`src/rtl/sdr_pkg.sv`:
```
//============================================================================
// Module      : sdr_pkg
// Description : Shared constants and types for the multi-channel IQ upstream
//               path: packet sync byte, header field layout, the framing FSM
//               state encoding and the output skid-buffer entry format.
// Revision    : 1.0 - initial release
//============================================================================
`default_nettype none

package sdr_pkg;

  // Output word width toward the FT600 write FSM.
  localparam int WORD_W = 32;

  // Header word layout: {SYNC[31:24], CH[23:20], SEQ[19:8], 8'h00}.
  localparam logic [7:0] PKT_SYNC     = 8'hA5;
  localparam int         HDR_SYNC_LSB = 24;
  localparam int         HDR_SYNC_W   = 8;
  localparam int         HDR_CH_LSB   = 20;
  localparam int         HDR_CH_W     = 4;
  localparam int         HDR_SEQ_LSB  = 8;
  localparam int         HDR_SEQ_W    = 12;

  typedef enum logic [1:0] {
    ST_IDLE = 2'd0,
    ST_HDR  = 2'd1,
    ST_DATA = 2'd2
  } state_t;

  // One word waiting in the output skid buffer, with its framing markers.
  typedef struct packed {
    logic [WORD_W-1:0] data;
    logic              sop;
    logic              eop;
  } skid_entry_t;

endpackage

`default_nettype wire

```
`src/rtl/rr_arbiter.sv`:
```
//============================================================================
// Module      : rr_arbiter
// Description : Combinational round-robin search. Grants the first requesting
//               channel at or after ptr_i, searching upward and wrapping.
//               The pointer itself is registered by the caller.
// Ports       : req_i       - per-channel request bits
//               ptr_i       - search start index
//               grant_o     - one-hot grant (zero when nothing requests)
//               grant_idx_o - binary index of the granted channel
//               valid_o     - at least one request present
// Revision    : 1.0 - initial release
//============================================================================
`default_nettype none

module rr_arbiter #(
  parameter int NUM_CH = 2,
  parameter int IDX_W  = 1
) (
  input  logic [NUM_CH-1:0] req_i,
  input  logic [IDX_W-1:0]  ptr_i,
  output logic [NUM_CH-1:0] grant_o,
  output logic [IDX_W-1:0]  grant_idx_o,
  output logic              valid_o
);

  logic w_found;

  // Two ordered passes: first the channels at/above the pointer, then the
  // ones below it. The first hit in that order wins.
  always_comb begin
    w_found     = 1'b0;
    grant_o     = '0;
    grant_idx_o = '0;
    for (int c = 0; c < NUM_CH; c++) begin
      if (!w_found && req_i[c] && (IDX_W'(c) >= ptr_i)) begin
        w_found     = 1'b1;
        grant_o[c]  = 1'b1;
        grant_idx_o = IDX_W'(c);
      end
    end
    for (int c = 0; c < NUM_CH; c++) begin
      if (!w_found && req_i[c] && (IDX_W'(c) < ptr_i)) begin
        w_found     = 1'b1;
        grant_o[c]  = 1'b1;
        grant_idx_o = IDX_W'(c);
      end
    end
    valid_o = w_found;
  end

endmodule

`default_nettype wire

```
`src/rtl/iq_stream_mux.sv`:
```
//============================================================================
// Module      : iq_stream_mux
// Description : Merges NUM_CH IQ FIFO streams into one framed 32-bit word
//               stream for the FT600 write FSM (ft_clk domain). Channels are
//               served round-robin, one packet at a time: a header word
//               {A5, ch, seq, 00} followed by PKT_WORDS sign-extended IQ words.
// Ports       : clk, reset_n           - ft_clk, async-assert active-low reset
//               ch_en/ch_enough        - per-channel eligibility inputs
//               ch_empty/ch_data/ch_rd - FIFO interfaces (Q valid 1 cycle
//                                        after ch_rd)
//               pkt_*                  - valid/ready framed output stream
//               busy                   - a packet is in progress
// Revision    : 1.0 - initial release
//============================================================================
`default_nettype none

module iq_stream_mux
  import sdr_pkg::*;
#(
  parameter int NUM_CH        = 2,
  parameter int IQ_PAIR_WIDTH = 24,
  parameter int FT_DATA_WIDTH = 32,
  parameter int PKT_WORDS     = 32,
  parameter int SEQ_WIDTH     = 12
) (
  input  logic                            clk,
  input  logic                            reset_n,
  input  logic [NUM_CH-1:0]               ch_en,
  input  logic [NUM_CH-1:0]               ch_enough,
  input  logic [NUM_CH-1:0]               ch_empty,
  input  logic [NUM_CH*IQ_PAIR_WIDTH-1:0] ch_data,
  output logic [NUM_CH-1:0]               ch_rd,
  output logic [FT_DATA_WIDTH-1:0]        pkt_data,
  output logic                            pkt_valid,
  output logic                            pkt_sop,
  output logic                            pkt_eop,
  input  logic                            pkt_ready,
  output logic                            busy
);

  localparam int IDX_W  = (NUM_CH > 1) ? $clog2(NUM_CH) : 1;
  localparam int CNT_W  = $clog2(PKT_WORDS + 1);
  localparam int HALF_W = IQ_PAIR_WIDTH / 2;

  state_t                state_q, state_d;
  logic [IDX_W-1:0]      rr_ptr_q, rr_ptr_d;
  logic [IDX_W-1:0]      gidx_q, gidx_d;
  logic [NUM_CH-1:0]     goh_q, goh_d;
  logic [CNT_W-1:0]      rd_cnt_q, rd_cnt_d;
  logic                  inflight_q, inflight_eop_q;
  skid_entry_t           buf_q [2];
  skid_entry_t           buf_d [2];
  logic [1:0]            occ_q, occ_d;
  logic [SEQ_WIDTH-1:0]  seq_q [NUM_CH];

  logic [NUM_CH-1:0]     w_arb_oh;
  logic [IDX_W-1:0]      w_arb_idx;
  logic                  w_arb_valid;
  logic                  w_pop;
  logic [1:0]            w_occ_eff;
  logic [2:0]            w_slots_used;
  logic                  w_hdr_push;
  logic                  w_rd_fire;
  logic                  w_push;
  logic                  w_grant_empty;
  skid_entry_t           w_push_entry;
  logic [WORD_W-1:0]     w_hdr_word;
  logic [WORD_W-1:0]     w_data_word;
  logic [IQ_PAIR_WIDTH-1:0] w_q_sel;
  logic signed [HALF_W-1:0] w_i_raw, w_q_raw;
  logic signed [15:0]    w_i16, w_q16;

  //--------------------------------------------------------------------------
  // Arbitration
  //--------------------------------------------------------------------------
  rr_arbiter #(
    .NUM_CH (NUM_CH),
    .IDX_W  (IDX_W)
  ) u_arb (
    .req_i       (ch_en & ch_enough),
    .ptr_i       (rr_ptr_q),
    .grant_o     (w_arb_oh),
    .grant_idx_o (w_arb_idx),
    .valid_o     (w_arb_valid)
  );

  //--------------------------------------------------------------------------
  // Credit / skid-buffer flow control
  //--------------------------------------------------------------------------
  assign pkt_valid     = (occ_q != 2'd0);
  assign w_pop         = pkt_valid & pkt_ready;
  // Occupancy after this cycle's pop: lets a read issue in the same cycle a
  // word leaves, which is what sustains 1 word/cycle.
  assign w_occ_eff     = occ_q - {1'b0, w_pop};
  assign w_grant_empty = |(ch_empty & goh_q);

  // Buffer is always empty on HDR entry (previous eop already accepted), so
  // the header push normally succeeds on the first HDR cycle.
  assign w_hdr_push   = (state_q == ST_HDR) && (w_occ_eff == 2'd0) && !inflight_q;
  assign w_slots_used = {1'b0, w_occ_eff} + {2'b00, inflight_q} + {2'b00, w_hdr_push};

  // The first data read may issue alongside the header push so the header is
  // followed by data without a bubble.
  assign w_rd_fire = (((state_q == ST_HDR) && w_hdr_push) || (state_q == ST_DATA))
                     && (rd_cnt_q < CNT_W'(PKT_WORDS))
                     && !w_grant_empty
                     && (w_slots_used < 3'd2);

  assign ch_rd = goh_q & {NUM_CH{w_rd_fire}};

  //--------------------------------------------------------------------------
  // Word formation
  //--------------------------------------------------------------------------
  always_comb begin
    w_q_sel = '0;
    for (int i = 0; i < NUM_CH; i++) begin
      if (gidx_q == IDX_W'(i)) begin
        w_q_sel = ch_data[i*IQ_PAIR_WIDTH +: IQ_PAIR_WIDTH];
      end
    end
  end

  assign w_i_raw     = w_q_sel[IQ_PAIR_WIDTH-1:HALF_W];
  assign w_q_raw     = w_q_sel[HALF_W-1:0];
  assign w_i16       = 16'(w_i_raw);
  assign w_q16       = 16'(w_q_raw);
  assign w_data_word = {w_i16, w_q16};

  always_comb begin
    w_hdr_word                              = '0;
    w_hdr_word[HDR_SYNC_LSB +: HDR_SYNC_W]  = PKT_SYNC;
    w_hdr_word[HDR_CH_LSB   +: HDR_CH_W]    = HDR_CH_W'(gidx_q);
    w_hdr_word[HDR_SEQ_LSB  +: HDR_SEQ_W]   = HDR_SEQ_W'(seq_q[gidx_q]);
  end

  assign w_push = w_hdr_push | inflight_q;

  always_comb begin
    if (w_hdr_push) begin
      w_push_entry = '{data: w_hdr_word, sop: 1'b1, eop: 1'b0};
    end else begin
      w_push_entry = '{data: w_data_word, sop: 1'b0, eop: inflight_eop_q};
    end
  end

  //--------------------------------------------------------------------------
  // Skid buffer: entry 0 is the head driven onto the output
  //--------------------------------------------------------------------------
  always_comb begin
    buf_d[0] = buf_q[0];
    buf_d[1] = buf_q[1];
    if (w_pop) begin
      buf_d[0] = buf_q[1];
    end
    if (w_push) begin
      buf_d[w_occ_eff[0]] = w_push_entry;
    end
    occ_d = w_occ_eff + {1'b0, w_push};
  end

  assign pkt_data = buf_q[0].data;
  assign pkt_sop  = pkt_valid & buf_q[0].sop;
  assign pkt_eop  = pkt_valid & buf_q[0].eop;
  assign busy     = (state_q != ST_IDLE);

  //--------------------------------------------------------------------------
  // FSM next state
  //--------------------------------------------------------------------------
  always_comb begin
    state_d  = state_q;
    rr_ptr_d = rr_ptr_q;
    gidx_d   = gidx_q;
    goh_d    = goh_q;
    rd_cnt_d = rd_cnt_q;
    if (w_rd_fire) begin
      rd_cnt_d = rd_cnt_q + 1'b1;
    end
    case (state_q)
      ST_IDLE: begin
        rd_cnt_d = '0;
        if (w_arb_valid) begin
          gidx_d  = w_arb_idx;
          goh_d   = w_arb_oh;
          state_d = ST_HDR;
        end
      end
      ST_HDR: begin
        if (w_hdr_push) begin
          state_d = ST_DATA;
        end
      end
      ST_DATA: begin
        if (w_pop && buf_q[0].eop) begin
          state_d  = ST_IDLE;
          rr_ptr_d = (gidx_q == IDX_W'(NUM_CH - 1)) ? '0 : gidx_q + 1'b1;
        end
      end
      default: state_d = ST_IDLE;
    endcase
  end

  //--------------------------------------------------------------------------
  // Registers
  //--------------------------------------------------------------------------
  always_ff @(posedge clk or negedge reset_n) begin
    if (!reset_n) begin
      state_q <= ST_IDLE;
    end else begin
      state_q <= state_d;
    end
  end

  always_ff @(posedge clk or negedge reset_n) begin
    if (!reset_n) begin
      rr_ptr_q       <= '0;
      gidx_q         <= '0;
      goh_q          <= '0;
      rd_cnt_q       <= '0;
      inflight_q     <= 1'b0;
      inflight_eop_q <= 1'b0;
      occ_q          <= '0;
      buf_q[0]       <= '0;
      buf_q[1]       <= '0;
    end else begin
      rr_ptr_q       <= rr_ptr_d;
      gidx_q         <= gidx_d;
      goh_q          <= goh_d;
      rd_cnt_q       <= rd_cnt_d;
      inflight_q     <= w_rd_fire;
      inflight_eop_q <= w_rd_fire && (rd_cnt_q == CNT_W'(PKT_WORDS - 1));
      occ_q          <= occ_d;
      buf_q[0]       <= buf_d[0];
      buf_q[1]       <= buf_d[1];
    end
  end

  // Sequence advances when the header is accepted by the host side, so a
  // header lost to reset before acceptance does not consume a number.
  always_ff @(posedge clk or negedge reset_n) begin
    if (!reset_n) begin
      for (int i = 0; i < NUM_CH; i++) begin
        seq_q[i] <= '0;
      end
    end else if (w_pop && buf_q[0].sop) begin
      seq_q[gidx_q] <= seq_q[gidx_q] + 1'b1;
    end
  end

endmodule

`default_nettype wire

```
`config.mk`:
```
export PLATFORM = sky130hd
export DESIGN_NAME = iq_stream_mux
export DESIGN_NICKNAME = d
export VERILOG_FILES = /design/src/rtl/sdr_pkg.sv /design/src/rtl/rr_arbiter.sv /design/src/rtl/iq_stream_mux.sv
export SDC_FILE = /design/constraint.sdc
export NUM_CORES = 1
export LEC_CHECK = 0
export BUFFER_PORTS_ARGS = -buffer_cell sky130_fd_sc_hd__buf_2
export CAP_MARGIN = 5
export CORE_UTILIZATION = 40
export CTS_CLUSTER_DIAMETER = 100
export DETAILED_ROUTE_END_ITERATION = 16
export GPL_ROUTABILITY_DRIVEN = 0
export PLACE_DENSITY = 0.59
export SETUP_SLACK_MARGIN = 0.2
export SYNTH_ARGS = -nofsm -noshare
export SYNTH_HDL_FRONTEND = slang
export SYNTH_HIERARCHICAL = 1
export SYNTH_SLANG_ARGS = --single-unit
```
`constraint.sdc`:
```
create_clock -name clk -period 3.65 [get_ports clk]
set_input_delay 0.365 -clock clk [delete_from_list [all_inputs] [get_ports clk]]
set_output_delay 0.365 -clock clk [all_outputs]
set_load 0.1 [all_outputs]
```
Word-level counts from Yosys, hierarchy flattened
Cells that the tools add are included.

cells by class
  magnitude comparators = 10
  bitwise logic cells = 9
  $add $sub $neg = 7
  reductions and logical operators = 33
  eq/ne operators = 6
  multiplexer cells = 29

operators by type and width
  kind                     number
  $mux W34                 3
  $bwmux W68               1
  $mux W68                 1
  $mux W12                 4
  $demux W34 S1            1
  $bwmux W24               1
  $mux W24                 1
  $logic_and A1 B1 Y1      18
  $add A12 B1 Y12 const B  1
  $demux W12 S1            1
  $mux W6                  2
  $mux W1                  10
  $add A6 B1 Y6 const B    1
  $and A2 B2 Y2            3
  $eq A6 B5 Y1 const B     1
  $lt A6 B6 Y1 const B     1
  $mux W2                  3
  $pmux W2 S3              1
  $reduce_bool A2 Y1       3
  $logic_not A1 Y1         5
  $ge A2 B2 Y1 const B     2
  $logic_not A2 Y1         2
  $lt A2 B1 Y1 const B     2
  $ne A2 B1 Y1 const B     2
  other kinds (18)         24

word-level totals
  input port bits = 57
  register bits = 108
  output and inout port bits = 38
  logic and storage cells = 110

Depth between registers and ports, before layout
  depth after elaboration = 17
  depth in mapped cells = 14
  mapped depth without buffers = 8

By module
The synthesis kept the hierarchy.

by module, submodules not included
  module         area an instance (µm²)  cells an instance  sequential area each (µm²)  instances
  iq_stream_mux  5,594.1                 526                2,627.5                     1
  rr_arbiter     32.5                    5                  0.0                         1

Worst setup path after synthesis
OpenSTA, ideal clock, no wires.

  path kind = register to output
  from = register occ_q[1]
  to = output ch_rd[0]
  path buffers = 3
  required time = 3,285 ps
  slack = 505 ps
  arrival = 2,780 ps
  cell stages (with the launch flop) = 10
  cell sequence = dfrtp_1 buf_6 o21ai_4 inv_2 buf_4 buf_4 ha_1 and4bb_2 a21o_1 and3_1

between the ends
  cells in the longest elaborated chain, start to end = 12
  elaborated cells on any way between the ends = 15
  classes of those cells = add/sub (3); order compare (1); bitwise (2); reduce/logical (9)

ends and longest elaborated chain
  what                                                                   RTL line              RTL
  start, declared                                                        iq_stream_mux.sv:53   logic [1:0] occ_q, occ_d;
  start signal, assigned                                                 iq_stream_mux.sv:221  occ_q <= '0;
  start signal, assigned                                                 iq_stream_mux.sv:231  occ_q <= occ_d;
  $reduce_bool A2 Y1                                                     iq_stream_mux.sv:90   assign pkt_valid = (occ_q != 2'd0);
  $and A1 B1 Y1                                                          iq_stream_mux.sv:91   assign w_pop = pkt_valid & pkt_ready;
  $sub A2 B1 Y2 (*)                                                      iq_stream_mux.sv:94   assign w_occ_eff = occ_q - {1'b0, w_pop};
  parallel branches: the longest is 7 deep, another holds $add A2 B1 Y3  -
  $logic_and A1 B1 Y1 (*)                                                iq_stream_mux.sv:107  && (w_slots_used < 3'd2);
  $and A2 B2 Y2 (*)                                                      iq_stream_mux.sv:109  assign ch_rd = goh_q & {NUM_CH{w_rd_fire}};
  end, declared                                                          iq_stream_mux.sv:32   output logic [NUM_CH-1:0] ch_rd,

Mark *: on every way between the ends.

Final worst setup path
  from = register occ_q[1]
  to = register buf_q[20] (netlist bit)

between the ends
  cells in the longest elaborated chain, start to end = 9
  elaborated cells on any way between the ends = 15
  classes of those cells = add/sub (1); order compare (2); mux (4); bitwise (3); reduce/logical (5)

ends and longest elaborated chain
  what                                                                RTL line              RTL
  $reduce_bool A2 Y1                                                  iq_stream_mux.sv:90
  $and A1 B1 Y1                                                       iq_stream_mux.sv:91
  $sub A2 B1 Y2 (*)                                                   iq_stream_mux.sv:94
  $not A1 Y2 (not written as such)                                    iq_stream_mux.sv:156  buf_d[w_occ_eff[0]] = w_push_entry;
  $ge A2 B2 Y1 (not written as such) or $lt A2 B1 Y1 (tied branches)  iq_stream_mux.sv:156
  $logic_and A1 B1 Y1 (not written as such)                           iq_stream_mux.sv:156
  $mux W34 (not written as such)                                      iq_stream_mux.sv:156
  $demux W34 S1                                                       iq_stream_mux.sv:156
  $bwmux W68                                                          iq_stream_mux.sv:156
  end, declared                                                       iq_stream_mux.sv:51   skid_entry_t buf_q [2];

Every way passes the cells marked *; elsewhere a longest branch is shown, timed or not.
A chain may end at the register's enable or synchronous reset.

==> flow_summary.ini <==
[setup_path]
end_kind = flip-flop
reg2reg_depth = 8
path_delay_family = simple AND/OR/NAND/NOR gates
cp_num_cells = 8
path_class = flip-flop to flip-flop
crit_chain = o21ai_4, inv_2, ha_1, nand4bb_1, nor2_4, buf_4, mux4_1, mux2_4
worstReg2RegStart = occ_q[1]
start_kind = flip-flop
crit_required_ps = 3890
critPathBufInv = 2
crit_fanout = 15
arrival_ps = 3290
critPathSlowestCell = dfrtp_1
critical_path.max_stage_delay_ps = 510
crit_start = occ_q[1]

[global_route]
grt_overflow = 0
grt_use_total_pct = 18.52
grt_pass1_wl_mm = 20.73
antenna_found_initial = 0
grt_pass1_vias = 4139
grt_max_degree = 69

[yosys]
synth_area_leader_cell = dfrtp_1
synthCells = 531
synth_edf_count = 0
yosys.area_share.simple_pct = 16.14
synth-adder-area-share_pct = 0.8895
synth_seq_cells = 105
seq_area_frac_synth_pct = 46.70
netlist_area_um2 = 5627
synth_nets = 592
synth_top_family_by_area = simple AND/OR/NAND/NOR gates
syn_avg_cell_area_um2 = 10.60
yosys-mux-area-fraction_pct = 13.23
synth-xor-area-share_pct = 3.736
async_reset_ff_share_pct = 100.0
synthDistinctLibCells = 60
synth_top_area_share_pct = 46.70
synthTopCellsByArea = dfrtp_1 (47%), mux2_2 (6.4%), buf_4 (4.8%)
synth_compound_area_share_pct = 11.21
synth_ff_type = dfrtp_1
yosys_warnings = 6

[timing]
timing.final.crit_period_ps = 3048
max_freq_mhz = 328.1
slew_viol_final = 0
hold_viol_final = 0
post-route-period-util_pct = 83.50
worst_pin_slew_ps = 922.5
slew_headroom_pct = 38.50
setup_viol = 0
tns_ps = 0
final.setup_skew_ps = 6.061
rsz0062_at_grt = no

[drt]
firstDrtPassIters = 4
met3WireLength_um = 554
dr.max_layer_used = met4
wl_met2_mm = 5.766
drcViolationCount = 0
via_count = 3988
wl_mm = 12.45
routed_via_density = 5.227
ant_nets = 0
wl_met1_mm = 5.808
routedWlPerCell_um = 16.31
dr.first_iter.drc_count = 275

[cells_and_area]
drive_above_1_share_pct = 28.79
diodes = 0
syn_to_final_growth_pct = 12.30
fillCellCount = 1288
final_nets = 644

[clock_tree]
htreeDepth = 3
cts_root_buf = clkbuf_16
ctsHoldBuffers = 0
clk_pin_slew_ps = 70
numCtsBuffers = 9
post_cts_buffers = 0
cts_tree = built
clock-sinks = 105
post_cts_resized = 0
clk_latency_ps = 350
clk_path_buf_depth = 2

[die]
top_level_ports = 95
coreArea_um2 = 13510
initial_core_util_pct = 41.66
die_w_um = 120.6
die_h_um = 120.6
die_area_um2 = 14540
row_count = 42

[hold_path]
holdCritPathClass = input pin to asynchronous set/reset pin

[run]
timing.max_cap.violations = 0

[placement]
hpwl_mm = 8.670
io_buffers = 94

[outcome]
status = complete, no violations
[worst register-to-register path, stage by stage (launching register included)]
cell	delay, ps
dfrtp_1	510
o21ai_4	210
inv_2	50
ha_1	400
nand4bb_1	380
nor2_4	480
buf_4	300
mux4_1	330
mux2_4	270
[worst paths after layout]
kind                           endpoint  slack, ps
max                           buf_q[20]        600
min                            seq_q[5]        140
max reg2reg                   buf_q[20]        600
min reg2reg                   seq_q[11]        470
max in group asynchronous  pkt_data[21]       2690
min in group clk           pkt_data[26]        320
[Yosys cell counts (7+ instances only)]
library cell	instances
dfrtp_1	105
nand2_1	69
nand3_1	38
buf_4	36
mux2_2	32
nor2_1	32
o21a_1	20
a21oi_1	19
mux2i_1	17
o21ai_0	17
xnor2_1	16
clkbuf_1	8
inv_1	8
xor2_1	8
buf_2	7
nor2b_1	7
[layout by cell type (no fill, tap or decap), types with 3 or more instances in the layout]
cell and count:
a21boi_1 4, a21oi_1 19, a311oi_1 5, and2_1 4, and3_1 6, buf_2 91, buf_4 9, clkbuf_16 9
dfrtp_1 104, ha_1 3, inv_1 8, mux2_2 32, mux2_4 4, mux2i_1 17, mux4_1 5, nand2_1 69
nand3_1 38, nand3b_1 3, nor2_1 32, nor2b_1 7, nor3_1 4, nor4b_1 5, o21a_1 20, o21ai_0 17
xnor2_1 16, xor2_1 8
[sequential cells by signal (all words and copies together), names as in the netlist]
signal / cells
buf_q: 33
pkt_data: 32
seq_q: 24
rd_cnt_q: 6
goh_q: 2
occ_q: 2
state_q: 2
gidx_q: 1
inflight_eop_q: 1
inflight_q: 1
rr_ptr_q: 1
[area by class of cell]
cell class	instances	area [um2]	area share, %
multi-input combinational	355	2557	40.48
clock buffer	12	246.5	3.901
inverter	10	37.54	0.5941
clock inverter	3	65.06	1.030
tap	176	220.2	3.485
timing repair buffer	102	563.0	8.911
sequential	105	2629	41.60
[routing by layer]
layer,track usage (%),up-vias
li1,-,1929
met1,23.79,1953
met2,30.24,87
met3,4.057,19
met4,7.562,0
met5,0,-
[through the flow]
step | area, um2 | hold slack, ps | util, % | setup slack [ps] | instances
after floorplan | 5627 | 69.41 | - | 504.8 | 531
after global placement | 6007 | 460.2 | 44.48 | 740.0 | 748
after detailed placement | 6007 | 460.4 | 44.48 | 593.3 | 748
after CTS | 6319 | 176.2 | 46.79 | 591.0 | 763
after global routing | 6319 | 206.0 | 46.79 | 413.0 | 763
final | 6319 | 141.2 | 46.79 | 602.1 | 763
[kinds of logic (layout without fill, tap and decap cells)]
logic type                 Yosys count  in the layout
and+or+nand+nor                    184            184
DFF                                105            105
AOI/OAI and AO/OA                   84             84
buffers and inverters               71            127
muxes                               59             59
xor gates and xnor gates            24             24
adders and majority gates            4              4
Power is not shown: default switching activity piles up to over one toggle a cycle in this logic, so the estimate is an artifact.
